**config.mk**
```make
export PLATFORM = sky130hd
export DESIGN_NAME = tribus_arbiter_flat
export DESIGN_NICKNAME = d
export VERILOG_FILES = /design/src/rtl/tribus_pkg.sv /design/src/rtl/tribus_arbiter_if.sv /design/src/rtl/tribus_arbiter_rr_picker.sv /design/src/rtl/tribus_arbiter.sv /design/src/flat_wrapper.sv
export SDC_FILE = /design/constraint.sdc
export NUM_CORES = 1
export LEC_CHECK = 0
export ABC_AREA = 1
export CORE_ASPECT_RATIO = 1.75
export CORE_UTILIZATION = 45
export CTS_CLUSTER_SIZE = 28
export DETAILED_ROUTE_END_ITERATION = 8
export PLACE_DENSITY = 0.69
export RECOVER_POWER = 50
export SLEW_MARGIN = 10
export SYNTH_ARGS = -nofsm -noshare
export SYNTH_HDL_FRONTEND = slang
export SYNTH_SLANG_ARGS = --single-unit
export TNS_END_PERCENT = 20
```
**constraint.sdc**
```tcl
create_clock -name clk -period 4.5 [get_ports clk]
set_clock_uncertainty 0.2 [all_clocks]
set_input_delay 0.45 -clock clk [delete_from_list [all_inputs] [get_ports clk]]
set_output_delay 0.45 -clock clk [all_outputs]
set_load 0.01 [all_outputs]
```
**src/rtl/tribus_pkg.sv**
```systemverilog
// Shared types and constants for the tristate bus arbiter.
// Holds the FSM state type, default parameter values and the owner-index width helper.
package tribus_pkg;

   typedef enum logic [1:0] {
      IDLE,
      OWN,
      TURN
   } state_t;

   localparam int N_REQ_DEF    = 4;
   localparam int MAX_HOLD_DEF = 8;
   localparam int TURN_CYC_DEF = 1;

   // A two-requester bus still needs one bit of owner index.
   function automatic int id_w(input int n);
      return (n > 2) ? $clog2(n) : 1;
   endfunction

endpackage

```
**src/rtl/tribus_arbiter_if.sv**
```systemverilog
// Request/ownership bundle between requesters, the arbiter and the bus driver enables.
// The arbiter connects through master; a requester-side model connects through slave.
interface tribus_arbiter_if
   import tribus_pkg::*;
#(
   parameter int N_REQ = N_REQ_DEF
);
   logic [N_REQ-1:0]        req;
   logic [N_REQ-1:0]        grant;
   logic [N_REQ-1:0]        drv_en;
   logic [id_w(N_REQ)-1:0]  owner_id;
   logic                    owner_valid;
   logic                    bus_turn;

   modport master (
      input  req,
      output grant,
      output drv_en,
      output owner_id,
      output owner_valid,
      output bus_turn
   );

   modport slave (
      output req,
      input  grant,
      input  drv_en,
      input  owner_id,
      input  owner_valid,
      input  bus_turn
   );
endinterface

```
**src/rtl/tribus_arbiter_rr_picker.sv**
```systemverilog
// Combinational round-robin picker: first set request after the last owner, with wrap.
// Walks from the farthest candidate to the nearest so the nearest set bit wins.
module rr_picker
   import tribus_pkg::*;
#(
   parameter  int N_REQ = N_REQ_DEF,
   localparam int IW    = id_w(N_REQ)
) (
   input  logic [N_REQ-1:0] req,
   input  logic [IW-1:0]    last,
   output logic [IW-1:0]    win,
   output logic             vld
);
   logic [IW-1:0] idx;

   always_comb begin
      win = '0;
      vld = 1'b0;
      idx = '0;
      for (int i = N_REQ; i >= 1; i--) begin
         idx = IW'((int'(last) + i) % N_REQ);
         if (req[idx]) begin
            win = idx;
            vld = 1'b1;
         end
      end
   end

endmodule

```
**src/rtl/tribus_arbiter.sv**
```systemverilog
// Round-robin owner selection for a shared tristate bus with bounded tenure and
// a dead-bus turnaround gap so two driver enables can never overlap.
module tribus_arbiter
   import tribus_pkg::*;
#(
   parameter int N_REQ    = N_REQ_DEF,
   parameter int MAX_HOLD = MAX_HOLD_DEF,
   parameter int TURN_CYC = TURN_CYC_DEF
) (
   input  logic            clk,
   input  logic            rst_n,
   tribus_arbiter_if.master bus
);
   localparam int IW     = id_w(N_REQ);
   localparam int TEN_W  = $clog2(MAX_HOLD + 1);
   localparam int TURN_W = $clog2(TURN_CYC + 1);
   localparam logic [TEN_W-1:0]  MAX_T  = TEN_W'(MAX_HOLD);
   localparam logic [TURN_W-1:0] TURN_T = TURN_W'(TURN_CYC);

   state_t              state_q, state_d;
   logic [IW-1:0]       last_q, last_d;
   logic [IW-1:0]       id_q, id_d;
   logic [TEN_W-1:0]    ten_q, ten_d;
   logic [TURN_W-1:0]   turn_q, turn_d;
   logic [N_REQ-1:0]    grant_q, grant_d;
   logic                valid_q, valid_d;
   logic                bturn_q, bturn_d;

   logic [IW-1:0]       pick_id;
   logic                pick_vld;
   logic                do_arb;
   logic                rel;

   rr_picker #(.N_REQ(N_REQ)) u_pick (
      .req  (bus.req),
      .last (last_q),
      .win  (pick_id),
      .vld  (pick_vld)
   );

   // Release when the owner lets go, or when its tenure is used up and someone else waits.
   assign rel = !bus.req[id_q] ||
                ((ten_q == MAX_T) && (|(bus.req & ~grant_q)));

   always_comb begin
      state_d = state_q;
      last_d  = last_q;
      id_d    = id_q;
      ten_d   = ten_q;
      turn_d  = turn_q;
      grant_d = grant_q;
      valid_d = valid_q;
      bturn_d = bturn_q;
      do_arb  = 1'b0;

      unique case (state_q)
         IDLE: do_arb = 1'b1;
         OWN: begin
            if (rel) begin
               state_d = TURN;
               grant_d = '0;
               valid_d = 1'b0;
               bturn_d = 1'b1;
               turn_d  = TURN_T;
            end else begin
               ten_d = (ten_q == MAX_T) ? ten_q : ten_q + 1'b1;
            end
         end
         TURN: begin
            if (turn_q == TURN_W'(1)) begin
               do_arb  = 1'b1;
               bturn_d = 1'b0;
               state_d = IDLE;
            end else begin
               turn_d = turn_q - 1'b1;
            end
         end
         default: state_d = IDLE;
      endcase

      if (do_arb && pick_vld) begin
         state_d = OWN;
         grant_d = N_REQ'(1) << pick_id;
         id_d    = pick_id;
         last_d  = pick_id;
         ten_d   = TEN_W'(1);
         valid_d = 1'b1;
      end
   end

   always_ff @(posedge clk or negedge rst_n) begin
      if (!rst_n) begin
         state_q <= IDLE;
         last_q  <= IW'(N_REQ - 1);
         id_q    <= '0;
         ten_q   <= '0;
         turn_q  <= '0;
         grant_q <= '0;
         valid_q <= 1'b0;
         bturn_q <= 1'b0;
      end else begin
         state_q <= state_d;
         last_q  <= last_d;
         id_q    <= id_d;
         ten_q   <= ten_d;
         turn_q  <= turn_d;
         grant_q <= grant_d;
         valid_q <= valid_d;
         bturn_q <= bturn_d;
      end
   end

   assign bus.grant       = grant_q;
   assign bus.drv_en      = grant_q;
   assign bus.owner_id    = id_q;
   assign bus.owner_valid = valid_q;
   assign bus.bus_turn    = bturn_q;

`ifndef SYNTHESIS
   // Dead cycles seen since the last enabled cycle, saturating at TURN_CYC.
   int               gap_cnt;
   logic [N_REQ-1:0] prev_en;

   always_ff @(posedge clk or negedge rst_n) begin
      if (!rst_n) begin
         gap_cnt <= TURN_CYC;
         prev_en <= '0;
      end else if (|bus.drv_en) begin
         gap_cnt <= 0;
         prev_en <= bus.drv_en;
      end else if (gap_cnt < TURN_CYC) begin
         gap_cnt <= gap_cnt + 1;
      end
   end

   a_onehot: assert property (@(posedge clk) disable iff (!rst_n) $onehot0(bus.drv_en));
   a_en_eq:  assert property (@(posedge clk) disable iff (!rst_n) bus.drv_en == bus.grant);
   a_valid:  assert property (@(posedge clk) disable iff (!rst_n) bus.owner_valid == (|bus.grant));
   a_excl:   assert property (@(posedge clk) disable iff (!rst_n) !(bus.bus_turn && bus.owner_valid));
   a_gap:    assert property (@(posedge clk) disable iff (!rst_n)
                (|bus.drv_en) |-> ((gap_cnt == 0 && bus.drv_en == prev_en) || gap_cnt >= TURN_CYC));
`endif

endmodule
```
**src/flat_wrapper.sv**
```systemverilog
// flat-port wrapper written by rule: the top's interface ports become plain ports
module tribus_arbiter_flat import tribus_pkg::*;
#(
   parameter int N_REQ    = N_REQ_DEF,
   parameter int MAX_HOLD = MAX_HOLD_DEF,
   parameter int TURN_CYC = TURN_CYC_DEF
)
  (clk, rst_n, bus_req, bus_grant, bus_drv_en, bus_owner_id, bus_owner_valid, bus_bus_turn);
  tribus_arbiter_if #(.N_REQ(N_REQ)) bus_i ();
  input  logic clk;
  input  logic rst_n;
  input wire logic [$bits(bus_i.req)-1:0] bus_req;
  output wire logic [$bits(bus_i.grant)-1:0] bus_grant;
  output wire logic [$bits(bus_i.drv_en)-1:0] bus_drv_en;
  output wire logic [$bits(bus_i.owner_id)-1:0] bus_owner_id;
  output wire logic [$bits(bus_i.owner_valid)-1:0] bus_owner_valid;
  output wire logic [$bits(bus_i.bus_turn)-1:0] bus_bus_turn;
  assign bus_i.req = bus_req;
  assign bus_grant = bus_i.grant;
  assign bus_drv_en = bus_i.drv_en;
  assign bus_owner_id = bus_i.owner_id;
  assign bus_owner_valid = bus_i.owner_valid;
  assign bus_bus_turn = bus_i.bus_turn;
  tribus_arbiter #(.N_REQ(N_REQ), .MAX_HOLD(MAX_HOLD), .TURN_CYC(TURN_CYC)) u_core (.clk(clk), .rst_n(rst_n), .bus(bus_i));
endmodule
```
## Word level (Yosys, flattened, before mapping)

Cells that the tools add are included.

| cells by class | value |
|---|---|
| $add $sub $neg | 6 |
| order comparisons | 5 |
| eq/ne operators | 10 |
| shift-type cells | 1 |
| multiplexer cells | 39 |
| bitwise logic cells | 2 |
| reduce and logical (&&, ||, !) cells | 14 |

Operator list:

| operator | number |
|---|---|
| $mux 4 | 7 |
| $mux 1 | 16 |
| $lt 2x3->1 const B | 5 |
| $mux 2 | 7 |
| $bmux 1 s2 | 5 |
| $reduce_and 3->1 | 3 |
| $ne 2x1->1 const B | 3 |
| $ne 3x1->1 const B | 2 |
| $pmux 1 s2 | 3 |
| $pmux 2 s3 | 1 |
| $reduce_bool 2->1 | 3 |
| $add 2x1->2 const B | 2 |
| $add 2x2->2 const B | 2 |
| $add 4x1->4 const B | 1 |
| $and 4x4->4 | 1 |
| $eq 4x4->1 const B | 1 |
| $ne 2x2->1 const B | 2 |
| $not 4->4 | 1 |
| $reduce_and 2->1 | 2 |
| $reduce_or 4->1 | 1 |
| $shl 1x2->4 const A | 1 |
| $eq 2x1->1 const B | 1 |
| $eq 2x2->1 const B | 1 |
| $logic_and 1x1->1 | 2 |
| other kinds (4) | 4 |

| storage, ports and cells | value |
|---|---|
| bits in registers | 17 |
| input bits | 6 |
| output and inout port bits | 12 |
| logic and storage cells | 85 |

## Logic depth before layout (Yosys ltp)

| logic depth | value |
|---|---|
| depth after elaboration | 10 |
| gate-level depth with buffers | 12 |
| gate-level depth less buffers | 12 |

## By module

Synthesis repeated with hierarchy kept, for this count alone.

| second synthesis, totals | value |
|---|---|
| cells, all modules | 158 |
| area, all modules | 1,149.9 um2 |

By module, submodules not included:

| module | instances | cells each | area each (um2) | sequential area each (um2) |
|---|---|---|---|---|
| tribus_arbiter | 1 | 109 | 923.4 | 427.9 |
| rr_picker | 1 | 49 | 226.5 | 0.0 |

## Worst setup path after synthesis

No wires, ideal clock.

| timing path | value |
|---|---|
| path kind | flip-flop to flip-flop |
| start | register u_core.ten_q[0] |
| end | register u_core.ten_q[1] |
| library setup time | 117 ps |
| arrival time | 1,384 ps |
| data required time | 4,183 ps |
| slack | 2,798 ps |
| stages on the path, launching flop included | 11 |
| path buffers | 0 |
| period minus slack after synthesis | 1,702 ps |
| cell sequence | dfrtp_1 -> inv_1 -> ha_1 -> nand2_1 -> nor2_1 -> o21ai_1 -> nand3_1 -> nor2_2 -> inv_1 -> nor2_1 -> nor2_1 |

| between the ends | value |
|---|---|
| longest elaborated chain between the ends | 5 |
| elaborated cells between the ends (all ways) | 11 |
| classes of those cells | add/sub: 1; eq/ne: 3; mux: 4; reduce/logical: 3 |

RTL lines:

| what | RTL line | RTL |
|---|---|---|
| from (decl) | tribus_arbiter.sv:23 | `logic [TEN_W-1:0] ten_q, ten_d;` |
| from (signal assigned) | tribus_arbiter.sv:105 | `ten_q <= ten_d;` |
| $add 4x1->4 or $eq 4x4->1 (tied branches) | tribus_arbiter.sv:66, tribus_arbiter.sv:43 |  |
| $mux 4 or $logic_and 1x1->1 (tied branches) | tribus_arbiter.sv:66, tribus_arbiter.sv:43 |  |
| $mux 4 or $logic_or 1x1->1 (tied branches) | tribus_arbiter.sv:59, tribus_arbiter.sv:42 |  |
| $mux 4 or $ne 2x2->1 (tied branches) | n/a |  |
| $mux 4 or $reduce_and 3->1 (tied branches) | n/a |  |

Parallel ways exist; a longest one is shown, timed or not. The select of a mux whose other input is x is not followed.
A chain may end at the register's enable or synchronous reset.

## Final worst setup path

| timing path | value |
|---|---|
| start | input bus_req[3] |
| end | register u_core.id_q[0], in the netlist u_core.bus.owner_id[0] |

| between the ends | value |
|---|---|
| longest elaborated chain between the ends | 7 |
| elaborated cells between the ends (all ways) | 17 |
| classes of those cells | mux: 16; reduce/logical: 1 |

RTL lines:

| what | RTL line | RTL |
|---|---|---|
| from (decl) | flat_wrapper.sv:12 | `input wire logic [$bits(bus_i.req)-1:0] bus_req;` |
| $bmux 1 s2 | tribus_arbiter_rr_picker.sv:22 | `if (req[idx]) begin` |
| $mux 1 (implied by the code) | tribus_arbiter_rr_picker.sv:22 |  |
| $mux 1 (4 in a row) | tribus_arbiter_rr_picker.sv:22 |  |
| $logic_and 1x1->1 | tribus_arbiter.sv:81 | `if (do_arb && pick_vld) begin` |
| to (signal assigned) | tribus_arbiter.sv:104 | `id_q <= id_d;` |
| to (decl) | tribus_arbiter.sv:22 | `logic [IW-1:0] id_q, id_d;` |

Parallel ways exist; a longest one is shown, timed or not. The select of a mux whose other input is x is not followed.

==> flow_summary.toml <==
[cells_and_area]
final_nets = 198
antennaDiodeCount = 0
utilization_pct = 55.34
syn2layout_area_growth_pct = 17.35
drive_above_1_share_pct = 12.37

[sta]
setup_tns_ps = 0
fin_crit_ps = 2301
max_freq_ghz = 0.4346
finalHoldViolCount = 0
fin_hold_ws_ps = 266.1
max_slew_margin_pct = 48.03
final_max_slew_viol_count = 0
finalSetupViolations = 0
rsz0062_at_grt = "false"
fin_ws_ps = 2199
worst_slew_pin_slew_ps = 777.1
timing.final.crit_share_pct = 51.14

[yosys]
avgSynthCellArea_um2 = 6.870
synthesis.nets = 180
synthCells = 169
synth-seq-area-share_pct = 36.85
synth.cells.most_frequent = "nand2_1, inv_1, nand3_1"
syn-cell-area_um2 = 1161
synth_top_area_cell = "dfrtp_1"
synth_most_common_cell = "nand2_1"
synthDistinctLibCells = 21
synthTopCellsByArea = "dfrtp_1, nand2_1, inv_1"
synth_seq_cells = 17
synth-edff-count = 0
yosys_most_used_dff = "dfrtp_1"
async_reset_ff_share_pct = 100.0
yosys.area.top_type_share_pct = 32.33
synth_warnings = 0

[critical_path]
cpLargestDelayFamily = "simple AND/OR/NAND/NOR gates"
endpoint_kind = "flop"
path_max_fanout = 10
reg2reg_slack_ps = 2380
cp.required_ps = 4440
crit_type = "in2reg"
critPathSlowestCell = "dlygate4sd3_1"
cp_num_buf_inv = 3
crit_path_start_kind = "primary input"
cp_cell_sequence = "dlygate4sd3_1 -> inv_1 -> nand2_1 -> nand3_1 -> nand2_1 -> nor2_4 -> nand2_4 -> nand2_1 -> inv_4 -> nand2_1 -> o21ai_1"
cp.arrival_ps = 2250
crit_top_cell = "nand2_1"
slowest_delay_ps = 580

[clocking]
postCtsSetupRepairBufs = 0
clock-root-buffer = "clkbuf_8"
clock_latency_ps = 260
htreeDepth = 1
clk_pin_slew_ps = 70
ctsHoldBuffers = 0
cts_buffers = 3
clockBufferDepth = 2
tritoncts = "done"
cts_resized = 0
cts_sinks = 17

[outcome]
status = "completed"

[power]
ir_worst_vdd_mv = 0.3082
p_leak_nw = 0.7404
powerDensity_nw_per_um2 = 757.4

[drt]
wl_per_cell_um = 11.75
drcViolationCount = 0
vias_per_cell = 4.929
drtPass1Iterations = 4
final_antenna_net_count = 0
drtIter0Drc = 33
routed_wl_um = 2490
vias = 1045

[floorplanning]
fp.dieW_um = 40.40
initial_core_util_pct = 47.15
ioPinCount = 18
die_area_um2 = 2795
row_count = 24
die_h_um = 69.20
core_area_um2 = 2462

[global_route]
gr-usage-all-layers_pct = 21.13
grt_first_pass_wirelength_um = 4146
grt_overflow_total = 0
antenna_found_initial = 0
grt_pass1_vias = 1038
grt_max_degree = 18

[place]
place_congestion = 0.9277
post-dp-hpwl_um = 2015
numPortBuffers = 17
place_ws_ps = 2202

[flow_run]
maxCapViolCount = 0

[min_path]
min_path_type = "reg2reg"
## cell families after synthesis
family / after synthesis / synth area share (%)
AOI/OAI and AO/OA: 14 / 6.465
and+or+nand+nor: 100 / 39.12
DFF: 17 / 36.85
adders and majority gates: 5 / 5.388
buffers and inverters: 33 / 12.18
## sequential cells by signal (all words and copies together), names as in the netlist
register,flops
u_core.bus.owner_valid,1
u_core.state_q,2
u_core.ten_q,4
u_core.turn_q,1
u_core.last_q,2
u_core.bus.drv_en,4
u_core.bus.owner_id,2
u_core.bus.bus_turn,1
## report_power, final
part           switching (mW)  total (mW)  internal, mW  leakage [nW]
clock network          0.0515       0.114        0.0629        0.0228
registers              0.0495       0.269         0.220         0.204
logic                   0.409       0.648         0.240         0.513
total                   0.510        1.03         0.522         0.740
## stage by stage
| step | total power, mW | area (um2) | instances |
|---|---|---|---|
| floorplan | 0.7706 | 1161 | 169 |
| global placement | 0.9376 | 1334 | 208 |
| detailed placement | 0.9542 | 1334 | 208 |
| CTS | 1.069 | 1379 | 212 |
| global route | 1.150 | 1363 | 212 |
| finish | 1.032 | 1363 | 212 |
## per-layer routing
layer  track usage, %  routed length, um
met1            21.17                943
met2            37.57               1404
met3            1.923                 70
met4            11.85                 71
met5                0                  0
## worst register-to-register path, delay by kind of cell, from the launching register on
family	cells	cell delay (ps)
and+or+nand+nor	8	910
AOI/OAI and AO/OA	1	70
buffers and inverters	2	230
DFF	1	600
## worst paths after layout
| kind | end | depth (start not counted) | start |
|---|---|---|---|
| max | u_core.bus.owner_id[0]$_DFFE_PN0P_ | 11 | bus_req[3] |
| min | u_core.bus.owner_valid$_DFFE_PN0P_ | 2 | u_core.bus.owner_valid$_DFFE_PN0P_ |
| max reg2reg | u_core.bus.owner_id[0]$_DFFE_PN0P_ | 11 | u_core.last_q[0]$_DFFE_PN1P_ |
| min reg2reg | u_core.bus.owner_valid$_DFFE_PN0P_ | 2 | u_core.bus.owner_valid$_DFFE_PN0P_ |
| max in group asynchronous | u_core.bus.drv_en[1]$_DFFE_PN0P_ | 1 | rst_n |
| min in group asynchronous | u_core.turn_q$_DFFE_PN0P_ | 1 | rst_n |
## placed cells by master (no fill, tap or decap), drive strengths merged
master         count
clkbuf             4
inv               28
nor2              10
ha                 5
a21oi              4
nand2             74
clkdlybuf4s50     11
dfstp              2
o211ai             1
o21bai             1
nand3             16
o21ai              8
dlygate4sd3        6
dfrtp             15
clkinv             1
## cell type report
cell class / instances / area, um2
Sequential cell: 17 / 427.9
Inverter: 29 / 111.4
Clock buffer: 4 / 45.04
Timing Repair Buffer: 17 / 170.2
Tap cell: 26 / 32.53
Multi-Input combinational cell: 119 / 575.6
Fill cell: 240 / 1100
(Power assumes the default switching activity.)
